[config.mk]
export PLATFORM = sky130hd
export DESIGN_NAME = elevator_ctrl_n
export DESIGN_NICKNAME = d
export VERILOG_FILES = /design/src/rtl/elevator_ctrl_n.sv
export SDC_FILE = /design/constraint.sdc
export NUM_CORES = 1
export LEC_CHECK = 0
export BUFFER_PORTS_ARGS = -buffer_cell sky130_fd_sc_hd__buf_4
export CAP_MARGIN = 30
export CORE_UTILIZATION = 45
export DETAILED_ROUTE_END_ITERATION = 12
export PLACE_DENSITY = 0.68
export SLEW_MARGIN = 20
export SYNTH_ARGS = -nofsm -noshare
export SYNTH_HDL_FRONTEND = slang
export SYNTH_SLANG_ARGS = --single-unit
[constraint.sdc]
create_clock -name clk -period 2.7 [get_ports clk]
set_clock_uncertainty 0.1 [all_clocks]
set_input_delay 0.405 -clock clk [delete_from_list [all_inputs] [get_ports clk]]
set_output_delay 0.405 -clock clk [all_outputs]
set_load 0.005 [all_outputs]
[src/rtl/elevator_ctrl_n.sv]
// Single-car elevator controller: latches call buttons, travels floor by floor,
// holds the door open for a fixed time and latches into an emergency stop.
module elevator_ctrl_n #(
    parameter int NUM_FLOORS  = 4,
    parameter int MOVE_CYCLES = 2,
    parameter int DOOR_CYCLES = 3
) (
    input  logic                  clk,
    input  logic                  reset,
    input  logic [NUM_FLOORS-1:0] floor_req,
    input  logic                  emerg_in,
    output logic                  emerg_out,
    output logic [3:0]            Disp_1,
    output logic [3:0]            Disp_2,
    output logic                  door_open,
    output logic [NUM_FLOORS-1:0] req_pending
);
    localparam int MW = $clog2(MOVE_CYCLES + 1);
    localparam int DW = $clog2(DOOR_CYCLES + 1);

    typedef enum logic [2:0] {
        S_IDLE, S_MOVE_UP, S_MOVE_DOWN, S_DOOR_OPEN, S_EMERG
    } state_t;

    state_t                  state_reg, state_next;
    logic [3:0]              floor_reg, floor_next;
    logic                    dir_up_reg, dir_up_next;
    logic [MW-1:0]           move_cnt_reg, move_cnt_next;
    logic [DW-1:0]           door_cnt_reg, door_cnt_next;
    logic [NUM_FLOORS-1:0]   pend_reg, pend_next;

    logic [31:0]             floor_w;
    logic [NUM_FLOORS-1:0]   here_vec, above_vec, below_vec, cur_vec, req_here_vec;
    logic [NUM_FLOORS-1:0]   up_next_vec, dn_next_vec, beyond_up_vec, beyond_dn_vec;
    logic [NUM_FLOORS-1:0]   latch_vec, clear_vec;

    assign floor_w = {28'd0, floor_reg};

    // Per-floor position masks relative to the current floor and its neighbours
    generate
        for (genvar gi = 0; gi < NUM_FLOORS; gi++) begin : g_floor
            localparam logic [31:0] IDX = gi;
            assign cur_vec[gi]       = (IDX == floor_w);
            assign here_vec[gi]      = pend_reg[gi] && (IDX == floor_w);
            assign above_vec[gi]     = pend_reg[gi] && (IDX > floor_w);
            assign below_vec[gi]     = pend_reg[gi] && (IDX < floor_w);
            assign up_next_vec[gi]   = pend_reg[gi] && (IDX == floor_w + 32'd1);
            assign beyond_up_vec[gi] = pend_reg[gi] && (IDX > floor_w + 32'd1);
            assign dn_next_vec[gi]   = pend_reg[gi] && (IDX + 32'd1 == floor_w);
            assign beyond_dn_vec[gi] = pend_reg[gi] && (IDX + 32'd1 < floor_w);
            assign req_here_vec[gi]  = floor_req[gi] && (IDX == floor_w);
        end
    endgenerate

    always_ff @(posedge clk or negedge reset) begin
        if (!reset) begin
            state_reg    <= S_IDLE;
            floor_reg    <= '0;
            dir_up_reg   <= 1'b1;
            move_cnt_reg <= '0;
            door_cnt_reg <= '0;
            pend_reg     <= '0;
        end else begin
            state_reg    <= state_next;
            floor_reg    <= floor_next;
            dir_up_reg   <= dir_up_next;
            move_cnt_reg <= move_cnt_next;
            door_cnt_reg <= door_cnt_next;
            pend_reg     <= pend_next;
        end
    end

    // Decisions use the already-latched requests; new presses land in pend_next
    always_comb begin
        state_next    = state_reg;
        floor_next    = floor_reg;
        dir_up_next   = dir_up_reg;
        move_cnt_next = move_cnt_reg;
        door_cnt_next = door_cnt_reg;
        latch_vec     = floor_req;
        clear_vec     = '0;
        case (state_reg)
            S_IDLE: begin
                if (|here_vec) begin
                    state_next    = S_DOOR_OPEN;
                    door_cnt_next = '0;
                    clear_vec     = here_vec;
                end else if ((|above_vec) && ((|below_vec) ? dir_up_reg : 1'b1)) begin
                    state_next    = S_MOVE_UP;
                    dir_up_next   = 1'b1;
                    move_cnt_next = '0;
                end else if (|below_vec) begin
                    state_next    = S_MOVE_DOWN;
                    dir_up_next   = 1'b0;
                    move_cnt_next = '0;
                end
            end
            S_MOVE_UP, S_MOVE_DOWN: begin
                if (move_cnt_reg == MW'(MOVE_CYCLES - 1)) begin
                    move_cnt_next = '0;
                    if (state_reg == S_MOVE_UP) begin
                        floor_next = floor_reg + 4'd1;
                        if (|up_next_vec) begin
                            state_next    = S_DOOR_OPEN;
                            door_cnt_next = '0;
                            clear_vec     = up_next_vec;
                        end else if (!(|beyond_up_vec)) begin
                            state_next = S_IDLE;
                        end
                    end else begin
                        floor_next = floor_reg - 4'd1;
                        if (|dn_next_vec) begin
                            state_next    = S_DOOR_OPEN;
                            door_cnt_next = '0;
                            clear_vec     = dn_next_vec;
                        end else if (!(|beyond_dn_vec)) begin
                            state_next = S_IDLE;
                        end
                    end
                end else begin
                    move_cnt_next = move_cnt_reg + MW'(1);
                end
            end
            S_DOOR_OPEN: begin
                latch_vec = floor_req & ~cur_vec;
                if (|req_here_vec) begin
                    door_cnt_next = '0;
                end else if (door_cnt_reg == DW'(DOOR_CYCLES - 1)) begin
                    state_next    = S_IDLE;
                    door_cnt_next = '0;
                end else begin
                    door_cnt_next = door_cnt_reg + DW'(1);
                end
            end
            default: begin
                latch_vec = '0;
            end
        endcase
        pend_next = (pend_reg | latch_vec) & ~clear_vec;
        // Emergency wins over every other transition but keeps the car where it is
        if (state_reg != S_EMERG && emerg_in) begin
            state_next    = S_EMERG;
            floor_next    = floor_reg;
            move_cnt_next = '0;
            door_cnt_next = '0;
            pend_next     = '0;
        end
    end

    always_comb begin
        emerg_out = 1'b0;
        door_open = 1'b0;
        Disp_2    = 4'd0;
        case (state_reg)
            S_MOVE_UP:   Disp_2 = 4'd1;
            S_MOVE_DOWN: Disp_2 = 4'd2;
            S_DOOR_OPEN: begin
                Disp_2    = 4'd3;
                door_open = 1'b1;
            end
            S_EMERG: begin
                Disp_2    = 4'd14;
                emerg_out = 1'b1;
            end
            default: ;
        endcase
    end

    assign Disp_1      = floor_reg;
    assign req_pending = pend_reg;
endmodule

==> results of run 1 <==
-- metrics by stage --
stage / cells / utilization, % / cell area (µm²) / total power [mW]
floorplan: 194 / - / 1500 / 0.528
global placement: 250 / 54.2 / 1680 / 0.619
detailed placement: 250 / 54.2 / 1680 / 0.628
CTS: 255 / 55.7 / 1730 / 0.800
global route: 256 / 56.4 / 1750 / 0.856
finish: 256 / 56.4 / 1750 / 0.814
-- synth_stat cells, types with 2 or more instances --
library cell               count
sky130_fd_sc_hd__a21oi_1      14
sky130_fd_sc_hd__a22o_1        4
sky130_fd_sc_hd__a22oi_1       3
sky130_fd_sc_hd__a31oi_1       3
sky130_fd_sc_hd__buf_4         2
sky130_fd_sc_hd__clkbuf_1     10
sky130_fd_sc_hd__dfrtp_1      15
sky130_fd_sc_hd__ha_1          7
sky130_fd_sc_hd__inv_1        11
sky130_fd_sc_hd__mux2_2        3
sky130_fd_sc_hd__nand2_1      24
sky130_fd_sc_hd__nand2b_1      2
sky130_fd_sc_hd__nand3_1       6
sky130_fd_sc_hd__nor2_1       15
sky130_fd_sc_hd__nor2b_1       5
sky130_fd_sc_hd__nor3_1        4
sky130_fd_sc_hd__nor4_1        2
sky130_fd_sc_hd__o21a_1        2
sky130_fd_sc_hd__o21ai_0      11
sky130_fd_sc_hd__o21bai_1      4
sky130_fd_sc_hd__o221ai_1      2
sky130_fd_sc_hd__o22ai_1       3
sky130_fd_sc_hd__o31ai_1       3
sky130_fd_sc_hd__or3b_2        3
sky130_fd_sc_hd__xnor2_1       4
-- routing by layer --
layer	up-vias	track usage (%)	wire length, µm	share of wire (%)
li1	738	-	-	-
met1	727	33.8	1860	45
met2	86	37.9	1790	43
met3	19	5.63	396	9.5
met4	0	7.31	92	2.2
met5	-	0	0	0
-- cells by family (layout without fill, tap and decap cells) --
family	after synthesis	count (layout)	share of synthesized area, %
adders and majority gates	7	7	5.84
AOI/OAI and AO/OA	62	62	27.9
and+or+nand+nor	74	74	25.4
DFF	16	16	26.8
muxes	5	5	3.92
xor gates and xnor gates	5	5	2.92
buffers and inverters	25	43	7.34
-- cell usage in the layout (no fill, tap or decap), drive strengths merged, types with 2 or more instances in the layout --
master and n:
or4 2, o22ai 3, or2 3, mux2 4
a22o 4, nor3 4, o21bai 4, o21ai 11
nand2b 2, or3b 3, nor2b 5, ha 7
o221ai 2, xnor2 4, nor4 3, nand3 6
a21oi 15, o21a 2, clkbuf 4, o31ai 3
nand2 24, a31oi 3, nor2 15, inv 11
buf 27, a22oi 3, dfrtp 15
-- critical path, delay by kind of cell (launching register included) --
kind                     cells  cell delay (ns)
AND/OR/NAND/NOR              5             1.06
flip-flops                   1             0.50
buffers and inverters        2             0.29
multiplexers                 1             0.28
adder cells (fa/ha/maj)      1             0.27
-- area by class of cell --
cell class	instances	area [µm²]	area share [%]
clock buffer	4	36.3	2.07
multi-input combinational	153	1000	57.3
timing repair buffer	28	213	12.2
tap	44	55.1	3.15
inverter	11	41.3	2.36
sequential	16	403	23.0
-- worst max path at each step --
stage,from,slack (ns),to,cells past startpoint
detailed placement,Disp_1[0]$_DFFE_PN0P_,0.009,state_reg[1]$_DFFE_PN0P_,8
CTS,Disp_1[0]$_DFFE_PN0P_,0.06,state_reg[1]$_DFFE_PN0P_,8
global route,Disp_1[1]$_DFFE_PN0P_,0.04,state_reg[1]$_DFFE_PN0P_,9
floorplan,Disp_1[0]$_DFFE_PN0P_,0.19,state_reg[1]$_DFFE_PN0P_,8
global placement,Disp_1[0]$_DFFE_PN0P_,0.1,state_reg[1]$_DFFE_PN0P_,8
finish,Disp_1[1]$_DFFE_PN0P_,0.09,state_reg[1]$_DFFE_PN0P_,9
-- power by group --
group / leakage, nW / switching [mW] / internal [mW]
registers: 0.204 / 0.0290 / 0.259
logic: 0.518 / 0.181 / 0.169
clock network: 0.0210 / 0.0927 / 0.0824
-- timing repair --
| item | in CTS | in global routing |
|---|---|---|
| buffers inserted | 0 | 1 |
| resized for setup | 1 | 7 |
| hold buffers | 1 | 0 |
| pin swaps | 0 | 1 |
| endpoints found under the hold margin | 15 | 0 |
| endpoints found under the setup margin | 1 | 4 |
==> reports/qor.yml, run 1 <==
clocking:
  clk_transition_reported_paths_ns: 0.11
  ctsHtreeMaxLevel: 1
  clock_sinks: 16
  clk_path_buf_depth: 2
  numCtsBuffers: 3
  clkLatencyLatePin_ns: 0.31
  cts-root-buf: "sky130_fd_sc_hd__clkbuf_4"
  tritoncts_clock_tree: "yes"
worst_hold_path:
  hold_path_startpoint: "emerg_in"
  hold_path_end: "move_cnt_reg[0]$_DFFE_PN0P_"
  min_path_cells: 2
  holdCritPathClass: "in2reg"
cells_and_area:
  layout-drive-gt1-share_pct: 23.6
  area_grow_syn2layout_pct: 16.7
  insertedDiodeCount: 0
  filler_cell_count: 311
  finish.net_count: 227
setup_path:
  end_kind: "flip-flop"
  crit_path_max_fanout: 9
  reg2regPathDepth: 9
  timing.critical_path.slowest_cell_delay_ns: 0.50
  crit_path_start_kind: "flip-flop"
  critPathArrivalTime_ns: 2.71
  timing.critical_path.cells: "inv_1 > ha_2 > or3b_2 > nand2_1 > nand4_1 > nor3_2 > nor4_2 > buf_4 > mux2_4"
  regToRegStartpoint: "Disp_1[1]$_DFFE_PN0P_"
  crit_slowest_cell: "sky130_fd_sc_hd__dfrtp_1"
  cp.required_ns: 2.80
  ff2ff_setup_slack_ns: 0.09
  regToRegEndpoint: "state_reg[1]$_DFFE_PN0P_"
  timing.setup.critical_path_class: "reg2reg"
global_routing:
  first_global_vias: 1381
  grt_pass1_wl_um: 6520
  grtUsageTotal_pct: 24.5
  globalRouteOverflowTotal: 0
  grt_max_degree: 18
  grt_antenna_before_repair: 0
logic_synthesis:
  synth-main-ff-cell: "sky130_fd_sc_hd__dfrtp_1"
  synth_sequential_area_ratio_pct: 26.8
  ys_async_sr_fraction_pct: 100
  synth.largest_area_cell: "sky130_fd_sc_hd__dfrtp_1"
  post_synth.cell_area_avg_um2: 7.73
  synth_top_cells_by_area: "sky130_fd_sc_hd__dfrtp_1, sky130_fd_sc_hd__nand2_1, sky130_fd_sc_hd__ha_1, sky130_fd_sc_hd__a21oi_1, sky130_fd_sc_hd__nor2_1"
  synthesis.instances: 194
  synth.lib_cells_used.distinct: 57
  synthesized_cell_area_um2: 1500
  yosys_warnings: 0
  synth_edf_count: 0
  synth_top_area_share_pct: 25.0
  postSynthNetCount: 208
  yosys_register_bits: 16
timing:
  part_of_the_cycle_the_worst_path_needs_pct: 96.6
  setup_violations: 0
  max_slew_margin_pct: 70.4
  finalHoldViolations: 0
  setup_ws_ns: 0.0906
  rsz0062_at_grt: "false"
  maxSlewViolCount: 0
  hold_slack_ns: 0.216
  timing.final.crit_period_ns: 2.61
  slew_at_the_pin_closest_to_its_max_slew_limit_ns: 0.443
  achievable-frequency_mhz: 383
  totalNegativeSetupSlack_ns: 0
power_and_ir_drop:
  leakage_nw: 0.743
  max-vdd-ir-drop_mv: 0.249
  power_density_nw_per_um2: 465
die:
  coreArea_um2: 3100
  die_height_um: 59.7
  boundaryPins: 21
  die_x_um: 59.7
  placementRows: 20
  floorplan.initialDensity_pct: 48.3
  dieArea_um2: 3570
place:
  post-dp-hpwl_um: 2970
  port_buffers: 20
  detailedPlace.worstSlack_ns: 0.00894
  gp_congestion: 0.962
drt:
  dr.pass1.iters: 5
  viasPerCell: 6.13
  dr_total_vias: 1570
  dr.first_iter.drc_count: 161
  routedWlPerCell_um: 16.2
  ant_nets: 0
  drt_wl_total_um: 4150
  drc_errors: 0
run:
  drv.max_cap_violation_count: 0
run_status:
  outcome: "finished clean"
Note: power is estimated with default switching activity, not from simulation.
==> run 2: changes to the inputs <==
--- a/constraint.sdc
+++ b/constraint.sdc
@@ -4,2 +4,2 @@
 set_output_delay 0.405 -clock clk [all_outputs]
-set_load 0.005 [all_outputs]
+set_load 0.1 [all_outputs]
==> run 2 against run 1 <==
Net effect:
- register-to-register slack barely moved
- worst setup slack improved by 0.0076 ns
- sequential share of layout area rose by 0.15 points
- critical endpoint unchanged
- critical path depth did not move
- combinational power rose by 73%
- final area rose by 1.2%
- die area did not move
- core utilization rose by 0.69 points
- largest power group unchanged
- power rose by 29%
- maximum frequency rose by 0.29%
- wire length rose by 2.4%
- highest routed layer unchanged
==> reports/qor.yml, run 2 (synthesis gave the netlist of run 1 again) <==
run_status:
  outcome: "finished clean"
drt:
  ant_nets: 0
  dr.first_iter.drc_count: 121
  dr_total_vias: 1622
  drc_errors: 0
  drt_wl_total_um: 4250
  viasPerCell: 6.26
  dr.pass1.iters: 5
  routedWlPerCell_um: 16.4
cells_and_area:
  layout_common_cells: "sky130_fd_sc_hd__buf_4, sky130_fd_sc_hd__nand2_1, sky130_fd_sc_hd__nor2_1, sky130_fd_sc_hd__a21oi_1, sky130_fd_sc_hd__dfrtp_1"
  most_common_cell_after_layout_fill_and_taps_aside: "sky130_fd_sc_hd__buf_4"
  finish.net_count: 230
  layout-drive-gt1-share_pct: 24.7
  insertedDiodeCount: 0
  postLayoutCellArea_um2: 1770
  area_grow_syn2layout_pct: 18.1
  layout.core_utilization_pct: 57.1
place:
  port_buffers: 20
  detailedPlace.worstSlack_ns: 0.107
  gp_congestion: 0.950
  post_dp_cell_area_um2: 1690
  post-dp-hpwl_um: 3020
clocking:
  clock_sinks: 16
  clk_transition_reported_paths_ns: 0.11
  numCtsBuffers: 3
  clk_path_buf_depth: 2
  cts-root-buf: "sky130_fd_sc_hd__clkbuf_4"
  ctsHtreeMaxLevel: 1
  clkLatencyLatePin_ns: 0.30
  tritoncts_clock_tree: "yes"
setup_path:
  reg2regPathDepth: 9
  end_kind: "flip-flop"
  critPathMostFrequentCell: "sky130_fd_sc_hd__nor4_2"
  crit_path_start_kind: "flip-flop"
  cp.required_ns: 2.79
  timing.setup.critical_path_class: "reg2reg"
  crit_slowest_cell: "sky130_fd_sc_hd__dfrtp_4"
  timing.critical_path.cells: "inv_2 > ha_1 > or3b_2 > nand2_1 > a31o_4 > nor4_2 > nor4_2 > buf_4 > mux2_4"
  critPathArrivalTime_ns: 2.69
  timing.critical_path.slowest_cell_delay_ns: 0.53
  crit_path_max_fanout: 6
power_and_ir_drop:
  power.combinational.fraction_pct: 57.8
  max-vdd-ir-drop_mv: 0.281
  net-switching-power_uw: 553
  totalPowerFinal_mw: 1.05
  sequentialPowerShare_pct: 28.5
  power.switching_fraction_pct: 52.7
  leakage_nw: 0.746
  power_density_nw_per_um2: 592
  power_report.internal_total_uw: 497
  power.clock.fraction_pct: 13.7
timing:
  part_of_the_cycle_the_worst_path_needs_pct: 96.4
  achievable-frequency_mhz: 384
  setup_violations: 0
  slew_at_the_pin_closest_to_its_max_slew_limit_ns: 0.436
  setup_ws_ns: 0.0982
  hold_slack_ns: 0.229
  max_slew_margin_pct: 70.9
  maxSlewViolCount: 0
  finalHoldViolations: 0
  timing.final.crit_period_ns: 2.60
global_routing:
  grt_pass1_wl_um: 6730
  grt_antenna_before_repair: 0
  grt_max_degree: 17
  first_global_vias: 1410
  grtUsageTotal_pct: 25.2
  globalRouteOverflowTotal: 0
run:
  drv.max_cap_violation_count: 0
worst_hold_path:
  min_path_cells: 2
  holdCritPathClass: "in2reg"
die:
  dieArea_um2: 3570
  placementRows: 20
  floorplan.initialDensity_pct: 48.3
  boundaryPins: 21
  coreArea_um2: 3100
  die_x_um: 59.7
  die_height_um: 59.7
[run 2: cell types whose count changed in the layout (fill, tap and decap cells not counted), sizes merged]
cell	before	now
buf	27	29
clkbuf	4	5
[run 2: layout make-up]
type | count | area (µm²)
Fill cell | 305 | 1330
Clock buffer | 4 | 26.3
Sequential cell | 16 | 410
Inverter | 11 | 43.8
Timing Repair Buffer | 31 | 233
Tap cell | 44 | 55.1
Multi-Input combinational cell | 153 | 1000
[run 2: per-stage QoR]
stage	instances	setup TNS [ns]
3_3_place_gp	250	0
2_1_floorplan	194	0
6_report	259	0
5_1_grt	259	-0.0000566
4_1_cts	255	0
3_5_place_dp	250	0
[run 2: power groups by stage]
stage / combinational [mW] / clock (mW) / sequential, mW
floorplan: 0.452 / 0 / 0.329
global placement: 0.574 / 0 / 0.302
detailed placement: 0.583 / 0 / 0.304
CTS: 0.587 / 0.149 / 0.300
global route: 0.643 / 0.159 / 0.303
finish: 0.607 / 0.144 / 0.299
[run 2: worst max-delay path: cells and delay by family, from the launching register on]
family                     cells  cell delay [ns]
AOI/OAI and AO/OA              1             0.17
buffers and inverters          2             0.26
DFF                            1             0.53
and+or+nand+nor                4             0.88
adders and majority gates      1             0.26
muxes                          1             0.29
[run 2: worst paths after layout]
check,endpoint,startpoint,slack [ns]
worst max-delay path,state_reg[1]$_DFFE_PN0P_,Disp_1[1]$_DFFE_PN0P_,0.1
worst min-delay path,move_cnt_reg[0]$_DFFE_PN0P_,emerg_in,0.23
worst max register to register,state_reg[1]$_DFFE_PN0P_,Disp_1[1]$_DFFE_PN0P_,0.1
worst min register to register,move_cnt_reg[1]$_DFFE_PN0P_,move_cnt_reg[1]$_DFFE_PN0P_,0.43
max in group asynchronous,dir_up_reg$_DFFE_PN1P_,reset,1.84
min in group asynchronous,req_pending[2]$_DFF_PN0_,reset,0.40
[run 2: metal layers]
| layer | vias up | wire (µm) | global-route usage, % |
|---|---|---|---|
| met4 | 0 | 117 | 9.30 |
| met1 | 765 | 1830 | 34.9 |
| li1 | 746 | - | - |
| met5 | - | 0 | 0 |
| met2 | 97 | 1880 | 39.4 |
| met3 | 14 | 421 | 4.11 |
[run 2: repair_timing]
item,4_1_cts,5_1_grt
hold buffers,1,0
endpoints found under the hold margin,15,0
setup endpoints to repair,0,3
resized for setup,0,6
buffers inserted,0,4
